$ cat src/rtl/mult_ctrl_pkg.sv
// Shared types for the shift-add multiplier controller: state encoding,
// registered output bundle and the counter-width helper.
package mult_ctrl_pkg;

    typedef enum logic [2:0] {
        IDLE  = 3'd0,
        INIT  = 3'd1,
        STEP  = 3'd2,
        ADD   = 3'd3,
        SHIFT = 3'd4,
        DONE  = 3'd5
    } state_t;

    typedef struct packed {
        logic init;
        logic sr;
        logic busy;
        logic done;
        logic add_en;
    } ctrl_t;

    function automatic int calc_cw(input int width);
        if (width < 2) begin
            return 1;
        end else begin
            return $clog2(width);
        end
    endfunction

    // add_en is only a gate; the Mealy add output ANDs it with q0
    function automatic ctrl_t decode_state(input state_t s);
        ctrl_t c;
        c = '0;
        case (s)
            INIT: begin
                c.init = 1'b1;
                c.busy = 1'b1;
            end
            STEP: begin
                c.sr     = 1'b1;
                c.busy   = 1'b1;
                c.add_en = 1'b1;
            end
            ADD: begin
                c.busy   = 1'b1;
                c.add_en = 1'b1;
            end
            SHIFT: begin
                c.sr   = 1'b1;
                c.busy = 1'b1;
            end
            DONE: begin
                c.done = 1'b1;
            end
            default: begin
                c = '0;
            end
        endcase
        return c;
    endfunction

endpackage

$ cat src/rtl/mult_step_counter.sv
// Iteration down-counter: load, decrement-enable and zero flag.
module mult_step_counter
    import mult_ctrl_pkg::*;
#(
    parameter int              CW       = 2,
    parameter logic [CW-1:0]   LOAD_VAL = {CW{1'b1}}
) (
    input  logic          clock,
    input  logic          reset,
    input  logic          load,
    input  logic          dec,
    output logic [CW-1:0] count,
    output logic          zero
);

    // count register; saturates at zero so a stray dec cannot wrap
    always_ff @(posedge clock) begin
        if (!reset) begin
            count <= {CW{1'b0}};
        end else if (load) begin
            count <= LOAD_VAL;
        end else if (dec && (count != {CW{1'b0}})) begin
            count <= count - {{(CW-1){1'b0}}, 1'b1};
        end else begin
            count <= count;
        end
    end

    assign zero = (count == {CW{1'b0}});

endmodule

$ cat src/rtl/shift_add_mult_controller.sv
// Control FSM for a sequential shift-add multiplier: start/done handshake,
// LSB-conditional add, one- or two-cycle-per-bit schedule.
module shift_add_mult_controller
    import mult_ctrl_pkg::*;
#(
    parameter int   WIDTH     = 4,
    parameter bit   SPLIT_ADD = 1'b0,
    localparam int  CW        = calc_cw(WIDTH)
) (
    input  logic          clock,
    input  logic          reset,
    input  logic          start,
    input  logic          q0,
    output logic          init,
    output logic          add,
    output logic          SR,
    output logic          busy,
    output logic          done,
    output logic [CW-1:0] step
);

    state_t          state_r;
    state_t          state_nxt_s;
    ctrl_t           ctrl_r;
    logic            cnt_load_s;
    logic            cnt_dec_s;
    logic            cnt_zero_s;
    logic [CW-1:0]   cnt_s;

    // next-state logic and iteration counter control
    always_comb begin
        state_nxt_s = IDLE;
        cnt_load_s  = 1'b0;
        cnt_dec_s   = 1'b0;
        case (state_r)
            IDLE: begin
                if (start) begin
                    state_nxt_s = INIT;
                    cnt_load_s  = 1'b1;
                end else begin
                    state_nxt_s = IDLE;
                end
            end
            INIT: begin
                state_nxt_s = SPLIT_ADD ? ADD : STEP;
            end
            STEP: begin
                if (cnt_zero_s) begin
                    state_nxt_s = DONE;
                end else begin
                    state_nxt_s = STEP;
                    cnt_dec_s   = 1'b1;
                end
            end
            ADD: begin
                state_nxt_s = SHIFT;
            end
            SHIFT: begin
                if (cnt_zero_s) begin
                    state_nxt_s = DONE;
                end else begin
                    state_nxt_s = ADD;
                    cnt_dec_s   = 1'b1;
                end
            end
            DONE: begin
                if (start) begin
                    state_nxt_s = INIT;
                    cnt_load_s  = 1'b1;
                end else begin
                    state_nxt_s = DONE;
                end
            end
            default: begin
                state_nxt_s = IDLE;
            end
        endcase
    end

    // state and output registers; outputs decoded from the next state so
    // they change on the same edge as the state itself
    always_ff @(posedge clock) begin
        if (!reset) begin
            state_r <= IDLE;
            ctrl_r  <= '0;
        end else begin
            state_r <= state_nxt_s;
            ctrl_r  <= decode_state(state_nxt_s);
        end
    end

    mult_step_counter #(
        .CW       (CW),
        .LOAD_VAL (CW'(WIDTH - 1))
    ) u_step_counter (
        .clock (clock),
        .reset (reset),
        .load  (cnt_load_s),
        .dec   (cnt_dec_s),
        .count (cnt_s),
        .zero  (cnt_zero_s)
    );

    assign init = ctrl_r.init;
    assign SR   = ctrl_r.sr;
    assign busy = ctrl_r.busy;
    assign done = ctrl_r.done;
    assign add  = ctrl_r.add_en & q0;
    assign step = cnt_s;

endmodule

$ cat config.mk
export PLATFORM = sky130hd
export DESIGN_NAME = shift_add_mult_controller
export DESIGN_NICKNAME = d
export VERILOG_FILES = /design/src/rtl/mult_ctrl_pkg.sv /design/src/rtl/mult_step_counter.sv /design/src/rtl/shift_add_mult_controller.sv
export SDC_FILE = /design/constraint.sdc
export NUM_CORES = 1
export LEC_CHECK = 0
export BUFFER_PORTS_ARGS = -buffer_cell sky130_fd_sc_hd__buf_2
export CORE_AREA = 2 2 39 41
export CTS_BUF_LIST = sky130_fd_sc_hd__clkbuf_16
export DETAILED_ROUTE_END_ITERATION = 10
export DIE_AREA = 0 0 41 43
export PLACE_DENSITY = 0.62
export SYNTH_ARGS = -nofsm -noshare
export SYNTH_HDL_FRONTEND = slang
export SYNTH_SLANG_ARGS = --single-unit
export TNS_END_PERCENT = 10
$ cat constraint.sdc
create_clock -name clock -period 1.39 [get_ports clock]
set_input_delay 0 -clock clock [delete_from_list [all_inputs] [get_ports clock]]
set_output_delay 0 -clock clock [all_outputs]
set_load 0.03 [all_outputs]
==> results by group, run 1 <==
Placement
  – Port buffer count: 10
  – Dpl cell area: 536 um^2
  – Placer Congestion: 0.706

Finish
  – Net count, final: 70
  – Area delta synth->final: 30.8%
  – Antenna diodes: 0
  – FF+latch area: 203 um^2
  – FILL cells: 141
  – Share of layout cells above drive strength 1: 0.297
  – Multi-input logic area: 235 um^2
  – Fin area: about 620 um^2

CTS
  – CTS buffer count: 3
  – H-tree levels: 1
  – Worst-case clock buffer depth: 2
  – CTS sink cnt: 10
  – Root Buffer Master: clkbuf_16
  – Clk slew on worst S/H paths: 0.04 ns
  – Clk_lat worst skew: between 0.2 and 0.25 ns
  – CTS tree: built
  – Hold_buf cts: 0

Power and ir drop
  – Static Leakage: 0.270 nW
  – Sequential share of power: 0.318
  – Cell Pwr Density: 1970 mW/mm^2
  – Pint: ~0.85 mW
  – Logic pwr share: 0.266
  – Max IR drop VDD: 0.000913 V
  – Tot Pwr: 1.21 mW
  – Switch share: 0.296
  – Clock Power Share: 0.417
  – NetSw: 0.359 mW

Route
  – Vias per cell: 4.83
  – Router iterations before antenna repair: 3
  – Via count: between 300 and 400
  – Final ANT Viol Nets: 0
  – Wire length per cell after detailed routing: slightly above 10 um
  – DR iter-0 viols: 1
  – DRC viols: 0
  – Routed WL: 822 um

Synthesis
  – Syn Inst Count: 51
  – Synth async-reset ratio: 0
  – Syn Nets: 56
  – Primary FF master, synth: dfxtp_1
  – EDFF count, synth: 0
  – Synth unique cells: 26
  – Seq/Total Area, Yosys: 0.424
  – Mapped cell area: 472 um^2
  – Yosys reg bits: 10
  – Ys Warns: 0
  – Avg Inst Size Synth: roughly 9.2 um^2

Timing
  – Final Skew: 0.00244 ns
  – Slew margin rel.: 0.730
  – Fmax: 0.775 GHz
  – Final setup fails: 0
  – Worst Tran Pin Value: 0.395 ns
  – Period utilisation layout: 0.928
  – RSZ-0062 raised after global routing: false
  – Crit path time final: 1.29 ns
  – Setup TNS: 0 ns
  – Fin. Hold Viols: 0
  – Max Slew Vio Count: 0

Job
  – Max-cap viol count: 0

Setup path
  – Setup CP Type: reg -> reg
  – Critical path capture point type: flop
  – Data arrival, critical path: between 1 and 1.5 ns
  – CP Launch Type: flop
  – CP required: 1.51 ns
  – Crit Path Max Fanout: 4

Worst hold path
  – HP Class: in -> reg

Global routing
  – First-pass GRT wire length: between 1000 and 1500 um
  – Vias in the first global route: between 300 and 400
  – Initial antenna violation count: 0
  – Total GRT Usage: 0.120
  – Largest net degree at the start of global routing: 9
  – Global route overflow: 0

Floorplanning
  – Die W: 41 um
  – Io pins: 11
  – Chip height: between 40 and 50 um
  – Core Rows: 14
  – Core box area: approximately 0.0014 mm^2
  – Die area: between 0.0015 and 0.002 mm^2
  – Initial Utilization: 0.341

Status
  – Status: finished, final reports clean
## cell usage after synthesis (all sizes together), types with 2 or more instances
cell type,number,area share
dfxtp,10,0.42
a21oi,4,0.042
inv,4,0.032
nor2,4,0.032
nor2b,4,0.053
and2,3,0.040
buf,3,0.050
nand3b,2,0.032
o21a,2,0.032
## registers in the layout, summed over array words and instances (netlist names)
name	count
u_step_counter.count	2
SR	1
done	1
ctrl_r	1
state_r	3
busy	1
init	1
## worst max-delay path: stages (launching register included)
cell	delay, ns
dfxtp_2	0.31
inv_1	0.07
ha_1	0.22
nor2_2	0.08
and2_1	0.20
o311a_1	0.29
## logic make-up (layout without fill, tap and decap cells)
group                    count (synthesis)  after routing  synth area share
adder cells (fa/ha/maj)                  1              1            0.0265
AO/OA/AOI/OAI                           13             13             0.194
flip-flops                              10             10             0.424
XOR/XNOR                                 2              2            0.0371
buffers and inverters                    7             20            0.0822
AND/OR/NAND/NOR                         18             18             0.236
## area by class of cell
class	instances	area share
clock buffers	3	0.122
clock inverters	1	0.00609
inverters	4	0.0243
multi-input cells	34	0.381
flip-flops and latches	10	0.329
well taps	16	0.0325
repair buffers	12	0.105
## power by group through the flow
stage	registers [mW]	clock network [mW]	logic, mW
floorplan	0.433	0	0.207
global placement	0.388	0	0.317
detailed placement	0.390	0	0.320
CTS	0.386	0.514	0.321
global route	0.396	0.532	0.359
finish	0.385	0.505	0.322
## through the flow
| step | std cells | hold slack [ns] | util | setup slack [ns] |
|---|---|---|---|---|
| 6_report | 80 | 0.0412 | 0.446 | 0.0999 |
| 5_1_grt | 80 | 0.0497 | 0.446 | 0.00778 |
| 4_1_cts | 80 | 0.0412 | 0.444 | 0.0781 |
| 3_5_place_dp | 76 | 0.285 | 0.387 | 0.0839 |
| 3_3_place_gp | 76 | 0.284 | 0.387 | 0.116 |
| 2_1_floorplan | 51 | 0.118 | - | 0.0408 |
## final timing paths
kind	from	to	slack (ns)	cells after the start
setup / recovery	u_step_counter.count[0]	u_step_counter.count[1]	0.1	5
hold / removal	reset	u_step_counter.count[1]	0.04	2
hold reg to reg	u_step_counter.count[1]	u_step_counter.count[1]	0.51	1
setup reg to reg	u_step_counter.count[0]	u_step_counter.count[1]	0.1	5
## cell usage in the layout, fill, tap and decap left out, types with 2 or more instances in the layout
| master | synthesis | final |
|---|---|---|
| dfxtp_1 | 10 | 8 |
| clkbuf_16 | 0 | 3 |
| nor2_1 | 4 | 3 |
| buf_2 | 1 | 10 |
| and2_1 | 3 | 3 |
| nand3b_1 | 2 | 2 |
| a21oi_1 | 4 | 4 |
| inv_1 | 4 | 4 |
| buf_4 | 1 | 2 |
| dfxtp_2 | 0 | 2 |
| nor2b_1 | 4 | 4 |
| o21a_1 | 2 | 2 |
## layer usage
metal | up-vias | global-route usage | part of all wire
met5 | - | 0 | 0
met4 | 0 | 0.0600 | 0.015
met3 | 3 | 0.0785 | 0.056
met2 | 7 | 0.153 | 0.45
met1 | 175 | 0.149 | 0.48
li1 | 201 | - | -
## timing repair
action	in CTS	in global routing
endpoints found under the setup margin	0	2
resized for setup	0	1
setup buffers	0	0
No activity file was read; power rests on OpenSTA's default activity.
==> run 2: changes to the inputs <==
- CORE_AREA: 2 2 39 41 -> 5 5 42 44
- DIE_AREA: 0 0 41 43 -> 0 0 47 49
==> run 2 against run 1 <==
Against the previous run:
- non-clock buffer count stayed put
- register-to-register slack got worse by 0.02 ns
- clock skew hardly changed
- die area rose by 31%
- sequential share of layout area grew 0.13 points
- global-route usage shrank 3.1 points
- highest routed layer is now met3
==> results by group, run 2 (synthesis gave the netlist of run 1 again) <==
Floorplanning
  – Core Rows: 14
  – Die area: 0.00230 mm^2
  – Core box area: 0.00140 mm^2
  – Die W: 47 um
  – Chip height: 49 um
  – Initial Utilization: 0.337
  – Io pins: 11

Power and ir drop
  – Static Leakage: 0.270 nW
  – Cell Pwr Density: between 1500 and 2000 mW/mm^2
  – Tot Pwr: between 1 and 1.5 mW
  – Logic pwr share: 0.265
  – NetSw: roughly 0.36 mW
  – Clock Power Share: 0.416
  – Switch share: 0.295
  – Max IR drop VDD: just under 0.0009 V
  – Pint: 0.851 mW
  – Sequential share of power: 0.318

CTS
  – Hold_buf cts: 0
  – CTS buffer count: 3
  – Root Buffer Master: clkbuf_16
  – CTS sink cnt: 10
  – Postcts setup bufs: 0
  – Post_cts resized: 0
  – Clk slew on worst S/H paths: 0.04 ns
  – Clk_lat worst skew: 0.23 ns
  – Worst-case clock buffer depth: 2
  – H-tree levels: 1
  – CTS tree: built

Setup path
  – CP Launch Type: flop
  – Crit Path Max Fanout: 4
  – R2R setup slack: 0.08 ns
  – Data arrival, critical path: 1.43 ns
  – Critical path capture point type: flop
  – CP required: 1.51 ns
  – Worst reg-to-reg path cell count: 5
  – RR Startpoint: u_step_counter.count[0]
  – Setup CP Type: reg -> reg
  – Reg-to-reg endpoint: u_step_counter.count[0]

Job
  – Max-cap viol count: 0

Worst hold path
  – Hold_sp: reset
  – Hold path cells: 2
  – HP Class: in -> reg
  – Worst Hold Endpoint: u_step_counter.count[1]

Timing
  – Worst Tran Pin Value: 0.328 ns
  – Final Skew: 0.00219 ns
  – Period utilisation layout: 0.946
  – Max Slew Vio Count: 0
  – Crit path time final: around 1.3 ns
  – Slew margin rel.: 0.775
  – Fin. Hold Viols: 0
  – Fmax: 0.761 GHz
  – Setup TNS: 0 ns
  – Final setup fails: 0
  – RSZ-0062 raised after global routing: false

Finish
  – Post-route non-filler standard cell count: 80
  – Layout Utilization: 0.438
  – Most frequent cells in the layout: buf_2 (10), dfxtp_1 (8)
  – Biggest register: state_r
  – Area delta synth->final: 30.2%
  – Top flop regs: state_r: 3 flops, u_step_counter.count: 2 flops
  – Antenna diodes: 0
  – Net count, final: 70
  – Share of layout cells above drive strength 1: 0.281
  – Number of flip-flops in the largest register: 3
  – Commonest non-fill, non-tap cell in the layout: buf_2

Route
  – Final ANT Viol Nets: 0
  – Routed WL: 843 um
  – DRC viols: 0
  – Via count: approximately 400
  – Vias per cell: approximately 5
  – Router iterations before antenna repair: 4
  – DR iter-0 viols: 6
  – Wire length per cell after detailed routing: approximately 11 um

Global routing
  – Global route overflow: 0
  – Total GRT Usage: 0.0890
  – Vias in the first global route: 338
  – First-pass GRT wire length: 1410 um
  – Largest net degree at the start of global routing: 9
  – Initial antenna violation count: 0

Placement
  – Port buffer count: 10
  – Post-Place Cells: 76
  – Final HPWL DP: 640 um
  – Placer Congestion: roughly 0.76

Status
  – Status: finished, final reports clean
-- run 2: cell types whose count changed in the layout (fill, tap and decap cells not counted) --
cell / previous run / this run
nor2_1: 3 / 4
nor2_2: 1 / 0
-- run 2: final cells by class --
class / count / area, um^2
fill: 152 / 787
inverter: 4 / 15.0
timing repair buffer: 12 / 65.1
tap: 16 / 20.0
sequential: 10 / 203
clock buffer: 3 / 75.1
multi-input combinational: 34 / 233
clock inverter: 1 / 3.75
-- run 2: power by group through the flow --
stage	clock network [mW]	logic, mW	registers (mW)
floorplan	0	0.207	0.433
global placement	0	0.321	0.388
detailed placement	0	0.322	0.388
CTS	0.515	0.322	0.384
global route	0.538	0.352	0.393
finish	0.502	0.320	0.384
-- run 2: worst max-delay path by stage --
stage,start,slack [ns],to,cells past startpoint
finish,u_step_counter.count[0],0.08,u_step_counter.count[0],5
global route,u_step_counter.count[0],0.002,u_step_counter.count[1],5
CTS,u_step_counter.count[0],0.08,u_step_counter.count[0],5
detailed placement,u_step_counter.count[0],0.09,u_step_counter.count[0],5
global placement,u_step_counter.count[0],0.1,u_step_counter.count[0],5
floorplan,u_step_counter.count[0],0.04,u_step_counter.count[0],5
-- run 2: critical path, cell delays in order, from the launching register on --
cell and delay (ns):
dfxtp_2 0.33, inv_1 0.05, ha_1 0.23, nor2_1 0.22, a211oi_1 0.11, a221o_1 0.26
-- run 2: layer usage --
metal,GRT usage,wire length [um],up-vias
met3,0.0664,67,0
met1,0.107,387,181
met4,0.0415,0,0
li1,-,-,202
met5,0,0,-
met2,0.115,388,6
-- run 2: metrics by stage --
step / instance area (um^2) / hold slack (ns) / setup WS, ns
after global placement: 536 / 0.276 / 0.0995
final: 614 / 0.0434 / 0.0753
after floorplan: 474 / 0.118 / 0.0408
after CTS: 614 / 0.0366 / 0.0819
after detailed placement: 536 / 0.284 / 0.0871
after global routing: 614 / 0.0505 / 0.00201
